==> src/rtl/cpu_pkg.sv <==
// Shared encodings for the multicycle core: opcodes, ext fields, condition codes,
// FSM states and flag bit positions.
package cpu_pkg;

  localparam logic [3:0] OP_RTYPE = 4'b0000;
  localparam logic [3:0] OP_ANDI  = 4'b0001;
  localparam logic [3:0] OP_MEM   = 4'b0100;
  localparam logic [3:0] OP_ADDI  = 4'b0101;
  localparam logic [3:0] OP_CMPI  = 4'b1011;
  localparam logic [3:0] OP_BCOND = 4'b1100;
  localparam logic [3:0] OP_MOVI  = 4'b1101;
  localparam logic [3:0] OP_HALT  = 4'b1111;

  localparam logic [3:0] EXT_AND   = 4'b0001;
  localparam logic [3:0] EXT_OR    = 4'b0010;
  localparam logic [3:0] EXT_XOR   = 4'b0011;
  localparam logic [3:0] EXT_ADD   = 4'b0101;
  localparam logic [3:0] EXT_SUB   = 4'b1001;
  localparam logic [3:0] EXT_CMP   = 4'b1011;
  localparam logic [3:0] EXT_MOV   = 4'b1101;
  localparam logic [3:0] EXT_LOAD  = 4'b0000;
  localparam logic [3:0] EXT_STOR  = 4'b0100;
  localparam logic [3:0] EXT_JAL   = 4'b1000;
  localparam logic [3:0] EXT_JCOND = 4'b1100;

  localparam logic [3:0] CC_EQ = 4'd0;
  localparam logic [3:0] CC_NE = 4'd1;
  localparam logic [3:0] CC_LO = 4'd2;
  localparam logic [3:0] CC_HS = 4'd3;
  localparam logic [3:0] CC_LT = 4'd4;
  localparam logic [3:0] CC_GE = 4'd5;
  localparam logic [3:0] CC_AL = 4'd14;

  localparam int FLAG_Z = 0;
  localparam int FLAG_L = 1;
  localparam int FLAG_N = 2;

  typedef enum logic [2:0] {
    ST_FETCH,
    ST_DECODE,
    ST_EXEC,
    ST_MEM,
    ST_HALT
  } state_t;

  function automatic logic cond_met(input logic [3:0] cc, input logic [2:0] f);
    case (cc)
      CC_EQ:   return f[FLAG_Z];
      CC_NE:   return !f[FLAG_Z];
      CC_LO:   return f[FLAG_L];
      CC_HS:   return !f[FLAG_L];
      CC_LT:   return f[FLAG_N];
      CC_GE:   return !f[FLAG_N];
      CC_AL:   return 1'b1;
      default: return 1'b0;
    endcase
  endfunction

endpackage

==> src/rtl/cpu_regfile.sv <==
// Architectural register file: two asynchronous read ports, one synchronous write port.
module cpu_regfile #(
  parameter int DATA_W = 16,
  parameter int NREGS  = 16,
  localparam int RW    = $clog2(NREGS)
) (
  input  logic              clock,
  input  logic              reset,
  input  logic              we,
  input  logic [RW-1:0]     waddr,
  input  logic [DATA_W-1:0] wdata,
  input  logic [RW-1:0]     raddr_a,
  input  logic [RW-1:0]     raddr_b,
  output logic [DATA_W-1:0] rdata_a,
  output logic [DATA_W-1:0] rdata_b
);

  logic [DATA_W-1:0] regs [NREGS];

  assign rdata_a = regs[raddr_a];
  assign rdata_b = regs[raddr_b];

  // NOTE: the array is cleared by reset, so it builds from flops, not a RAM macro;
  // that is intended here because every register must read as zero after reset.
  always_ff @(posedge clock or negedge reset) begin
    if (!reset) begin
      for (int i = 0; i < NREGS; i++) regs[i] <= '0;
    end else if (we) begin
      regs[waddr] <= wdata;
    end
  end

endmodule

==> src/rtl/cpu_core_mc.sv <==
// Multicycle 16-bit-ISA core: FETCH/DECODE/EXEC/MEM/HALT over one ready/valid
// memory bus, stalling for as long as the memory holds mem_ready low.
module cpu_core_mc
  import cpu_pkg::*;
#(
  parameter int              DATA_W   = 16,
  parameter int              ADDR_W   = 16,
  parameter int              NREGS    = 16,
  parameter logic [ADDR_W-1:0] RESET_PC = '0
) (
  input  logic              clock,
  input  logic              reset,
  output logic              mem_req,
  output logic              mem_we,
  output logic [ADDR_W-1:0] mem_addr,
  output logic [DATA_W-1:0] mem_wdata,
  input  logic [DATA_W-1:0] mem_rdata,
  input  logic              mem_ready,
  output logic [ADDR_W-1:0] pc_out,
  output logic              retire,
  output logic              halted
);

  localparam int RW = $clog2(NREGS);

  state_t            state;
  logic [15:0]       ir;
  logic [ADDR_W-1:0] pc;
  logic [2:0]        flags;
  logic [DATA_W-1:0] a_q, b_q;

  logic [3:0] op, cond, ext;
  logic [7:0] imm8;
  logic [RW-1:0] rd_idx, rs_idx;

  assign op     = ir[15:12];
  assign cond   = ir[11:8];
  assign ext    = ir[7:4];
  assign imm8   = ir[7:0];
  assign rd_idx = ir[8 +: RW];
  assign rs_idx = ir[0 +: RW];

  logic [DATA_W-1:0] rd_val, rs_val, operand;
  logic              rf_we;
  logic [DATA_W-1:0] rf_wdata;

  cpu_regfile #(.DATA_W(DATA_W), .NREGS(NREGS)) u_regfile (
    .clock   (clock),
    .reset   (reset),
    .we      (rf_we),
    .waddr   (rd_idx),
    .wdata   (rf_wdata),
    .raddr_a (rd_idx),
    .raddr_b (rs_idx),
    .rdata_a (rd_val),
    .rdata_b (rs_val)
  );

  logic is_mem;
  assign is_mem = (op == OP_MEM) && (ext == EXT_LOAD || ext == EXT_STOR);

  always_comb begin
    operand = rs_val;
    case (op)
      OP_ADDI, OP_CMPI: operand = DATA_W'($signed(imm8));
      OP_ANDI, OP_MOVI: operand = DATA_W'(imm8);
      default: ;
    endcase
  end

  logic [ADDR_W-1:0] pc_inc, next_pc;
  logic [DATA_W-1:0] alu_res;
  logic              alu_we, flag_we;

  assign pc_inc = pc + ADDR_W'(1);

  // NOTE: every output of this block gets a default first, so no path leaves one
  // unassigned and no latch is inferred.
  always_comb begin
    alu_res = '0;
    alu_we  = 1'b0;
    flag_we = 1'b0;
    next_pc = pc_inc;
    case (op)
      OP_RTYPE: begin
        alu_we = 1'b1;
        case (ext)
          EXT_ADD: alu_res = a_q + b_q;
          EXT_SUB: alu_res = a_q - b_q;
          EXT_AND: alu_res = a_q & b_q;
          EXT_OR:  alu_res = a_q | b_q;
          EXT_XOR: alu_res = a_q ^ b_q;
          EXT_MOV: alu_res = b_q;
          EXT_CMP: begin alu_we = 1'b0; flag_we = 1'b1; end
          default: alu_we = 1'b0;
        endcase
      end
      OP_ADDI: begin alu_res = a_q + b_q; alu_we = 1'b1; end
      OP_ANDI: begin alu_res = a_q & b_q; alu_we = 1'b1; end
      OP_MOVI: begin alu_res = b_q;       alu_we = 1'b1; end
      OP_CMPI: flag_we = 1'b1;
      OP_MEM: begin
        if (ext == EXT_JAL) begin
          alu_res = DATA_W'(pc_inc);
          alu_we  = 1'b1;
          next_pc = ADDR_W'(b_q);
        end else if (ext == EXT_JCOND && cond_met(cond, flags)) begin
          next_pc = ADDR_W'(b_q);
        end
      end
      OP_BCOND: if (cond_met(cond, flags)) next_pc = pc + ADDR_W'($signed(imm8));
      default: ;
    endcase
  end

  // Only a LOAD leaves mem_we low in MEM, so the two write sources never overlap.
  assign rf_we    = (state == ST_EXEC && alu_we) ||
                    (state == ST_MEM && mem_req && mem_ready && !mem_we);
  assign rf_wdata = (state == ST_MEM) ? mem_rdata : alu_res;
  assign retire   = (state == ST_EXEC && !is_mem) ||
                    (state == ST_MEM && mem_req && mem_ready);
  assign pc_out   = pc;

  // NOTE: sequential state uses non-blocking assignments only, so every register
  // samples pre-edge values regardless of statement order.
  always_ff @(posedge clock or negedge reset) begin
    if (!reset) begin
      state     <= ST_FETCH;
      ir        <= '0;
      pc        <= RESET_PC;
      flags     <= '0;
      a_q       <= '0;
      b_q       <= '0;
      mem_req   <= 1'b0;
      mem_we    <= 1'b0;
      mem_addr  <= '0;
      mem_wdata <= '0;
      halted    <= 1'b0;
    end else begin
      case (state)
        ST_FETCH: begin
          if (mem_req && mem_ready) begin
            ir      <= mem_rdata[15:0];
            mem_req <= 1'b0;
            state   <= ST_DECODE;
          end else if (!mem_req) begin
            // First cycle out of reset: raise the fetch request.
            mem_req  <= 1'b1;
            mem_we   <= 1'b0;
            mem_addr <= pc;
          end
        end
        ST_DECODE: begin
          a_q   <= rd_val;
          b_q   <= operand;
          state <= ST_EXEC;
        end
        ST_EXEC: begin
          pc <= next_pc;
          if (flag_we) begin
            flags[FLAG_Z] <= (a_q == b_q);
            flags[FLAG_L] <= (a_q < b_q);
            flags[FLAG_N] <= ($signed(a_q) < $signed(b_q));
          end
          if (is_mem) begin
            mem_req   <= 1'b1;
            mem_we    <= (ext == EXT_STOR);
            mem_addr  <= ADDR_W'(b_q);
            mem_wdata <= a_q;
            state     <= ST_MEM;
          end else if (op == OP_HALT) begin
            halted <= 1'b1;
            state  <= ST_HALT;
          end else begin
            mem_req  <= 1'b1;
            mem_we   <= 1'b0;
            mem_addr <= next_pc;
            state    <= ST_FETCH;
          end
        end
        ST_MEM: begin
          if (mem_req && mem_ready) begin
            mem_req  <= 1'b1;
            mem_we   <= 1'b0;
            mem_addr <= pc;
            state    <= ST_FETCH;
          end
        end
        default: ;
      endcase
    end
  end

endmodule

==> config.mk <==
export PLATFORM = sky130hd
export DESIGN_NAME = cpu_core_mc
export DESIGN_NICKNAME = d
export VERILOG_FILES = /design/src/rtl/cpu_pkg.sv /design/src/rtl/cpu_regfile.sv /design/src/rtl/cpu_core_mc.sv
export SDC_FILE = /design/constraint.sdc
export NUM_CORES = 1
export LEC_CHECK = 0
export CAP_MARGIN = 30
export CELL_PAD_IN_SITES_DETAIL_PLACEMENT = 0
export CELL_PAD_IN_SITES_GLOBAL_PLACEMENT = 1
export CORE_MARGIN = 10
export CORE_UTILIZATION = 40
export DETAILED_ROUTE_END_ITERATION = 6
export PLACE_DENSITY_LB_ADDON = 0.25
export RECOVER_POWER = 25
export SLEW_MARGIN = 10
export SYNTH_ARGS = -nofsm -noshare
export SYNTH_HDL_FRONTEND = slang
export SYNTH_SLANG_ARGS = --single-unit
export TNS_END_PERCENT = 10
==> constraint.sdc <==
create_clock -name clock -period 8.35 [get_ports clock]
set_clock_uncertainty 0.1 [all_clocks]
set_input_delay 1.67 -clock clock [delete_from_list [all_inputs] [get_ports clock]]
set_output_delay 1.67 -clock clock [all_outputs]
set_load 0.03 [all_outputs]
==> out/qor.txt <==
Outcome: complete, but fails checks
Failing checks: capacitance limit, slew limit
Critical-path maximum fanout: 94
Layout cell share with drive strength beyond 1: 17.1%
Vias in the first global route: 18000
Number of max-cap violations: 3
Top cell type's share of synthesized area: 40.8%
Post-synth net total: 2246
# diodes: 0
Vias per inst: 6.03
Final setup violation count: 0
DR vias: 17800
Cell with the most instances after synthesis: dfrtp_1
Post-Route WL: 75200 µm
Final Max Tran Viols: 114
Root buffer cell: clkbuf_16
Synth-to-Final Area Change: 13.9%
Placed instance count: 2869
Core footprint: 55000 µm²
Drt first-iter violations: 1627
CTS sink cnt: 361
CTS max path bufs: 3
WP data arrival: 5660 ps
Top Ports: 71
Critical path class: in -> async
Synth warnings: 0
Clk slew on worst S/H paths: 60 ps
GRT overflow: 0
Yosys top cell by area: dfrtp_1
Flop2flop setup slack: 3750 ps
Worst slew margin: -102%
Worst-Margin Slew: 3030 ps
Pwr dens: 355 nW/µm²
CTS tree: built
CP max-delay cell: clkbuf_1
Bufs and invs on worst path: 3
Total track usage: 23.5%
Hold Violations, Final: 0
Unique masters post-synth: 84
Most used DFF post-synth: dfrtp_1
First-pass GRT wire length: 116000 µm
Postcts setup bufs: 0
Final cycle utilization of the critical path: 68.8%
P_leak: 10.5 nW
Setup TNS: 0 ps
Fin cells: 2954
CP cell instances: buf_8, clkbuf_1, clkbuf_1
Worst VDD drop: 0.159 mV
Post-CTS Hold Buffers: 0
RSZ-0062 raised after global routing: false
Wire length per cell: 25.5 µm
I/O Buffers: 70
Initial Utilization: 40.3%
Final #Nets: 2258
Filler cells: 5167
Largest net degree at the start of global routing: 188
GPL Wtd Cong: 0.937
Max incr delay on CP: 2210 ps
Die Footprint: 65200 µm²
Initial antenna violation count: 1
Post-synthesis sequential area ratio: 40.8%
Die Span Y: 255 µm
Top post-synthesis cells by count: dfrtp_1, nand2_1, o21ai_0, mux4_2, clkbuf_1
Family with the most delay on the worst path: buffers and inverters
Drt pass-1 iters: 6
Synth Cell Area: 22100 µm²
Rows: 86
Post-route minimum period: 5750 ps
HP Class: reg -> reg
Cts repair resizes: 0
H-tree levels: 2
Chip width: 255 µm
DP HPWL: 50800 µm
Max Fclk: 0.174 GHz
Detail Route Antenna Nets: 0
Async SR Flop Fraction: 100%
Clock Latency Late Sink: 590 ps
CP Launch Type: input pin
Syn_area_per_cell: 10.3 µm²
Seq cells post-synth: 361
CTS buffer count: 43
Post-synth EDFFs: 0
Critical Path RT: 8270 ps
Critical Path Most Common Cell: clkbuf_1
Residual DRC: 0
Synth area leaders: dfrtp_1, mux4_2, nand2_1, o21ai_0, ha_1
Final Hold Slack: 365 ps
Syn Inst Count: 2160
CP Capture Type: async pin
worst paths after layout:
path	startpoint	to	cells after the start
max in group clock	mem_ready	retire	4
min in group asynchronous	reset	pc_out[14]	1
max reg2reg	ir[0]	mem_addr[14]	10
min	halted	halted	1
min reg2reg	halted	halted	1
max	reset	u_regfile.regs[93]	3
stage by stage:
step	total power [mW]	instance area [µm²]	setup slack, ps	util [%]
floorplan	5.52	22100	4290	-
global placement	6.99	23700	3370	43.0
detailed placement	7.05	23800	3360	43.2
CTS	8.97	25200	2940	45.8
global route	9.49	25200	1650	45.9
finish	8.96	25200	2600	45.9
sequential cells by signal (all words and copies together), names as in the netlist:
name / flops
u_regfile.regs: 256
halted: 1
flags: 3
b_q: 16
mem_we: 1
mem_req: 1
pc_out: 16
mem_wdata: 16
a_q: 16
ir: 16
mem_addr: 16
state: 3
logic make-up (layout without fill, tap and decap cells):
| logic type | after synthesis | after routing | share of synthesized area, % |
|---|---|---|---|
| AO/OA/AOI/OAI | 618 | 618 | 17.6 |
| AND/OR/NAND/NOR | 598 | 598 | 11.7 |
| flip-flops | 361 | 361 | 40.8 |
| multiplexers | 250 | 250 | 20.4 |
| buffers and inverters | 227 | 273 | 4.01 |
| adder cells (fa/ha/maj) | 67 | 67 | 3.89 |
| XOR/XNOR | 39 | 39 | 1.54 |
routing by layer:
layer  wire length, µm  track usage (%)
met5                 0                0
met4              2320             7.80
met3              4680             4.13
met2             35400             37.5
met1             32800             31.8
cell type report:
type	count	area, µm²	area share [%]
sequential	361	9040	35.8
inverter	54	203	0.804
clock buffer	60	1200	4.76
clock inverter	19	218	0.863
multi-input combinational	1572	12300	48.8
tap	748	936	3.71
timing repair buffer	140	1310	5.18
layout by cell type, fill, tap and decap left out, types with 15 or more instances in the layout:
cell               n
clkdlybuf4s50_1   68
nor3_1            24
xor2_1            18
clkbuf_16         43
ha_1              64
a21oi_1           90
buf_4             58
nand3_1           24
inv_1             54
dfrtp_1          358
o21ai_0          219
mux2_2            37
nor2_1           110
mux2i_1           55
mux4_2           158
o31ai_1           18
a221oi_1          17
xnor2_1           21
o221ai_1          22
o21ai_1           82
clkbuf_1          15
nor2b_1           17
nand2_1          340
power by group:
part / switching [mW] / internal [mW]
clock network: 0.793 / 1.10
logic: 2.59 / 1.69
registers: 0.637 / 2.14
total: 4.02 / 4.94
Note: power is estimated with default switching activity, not from simulation.
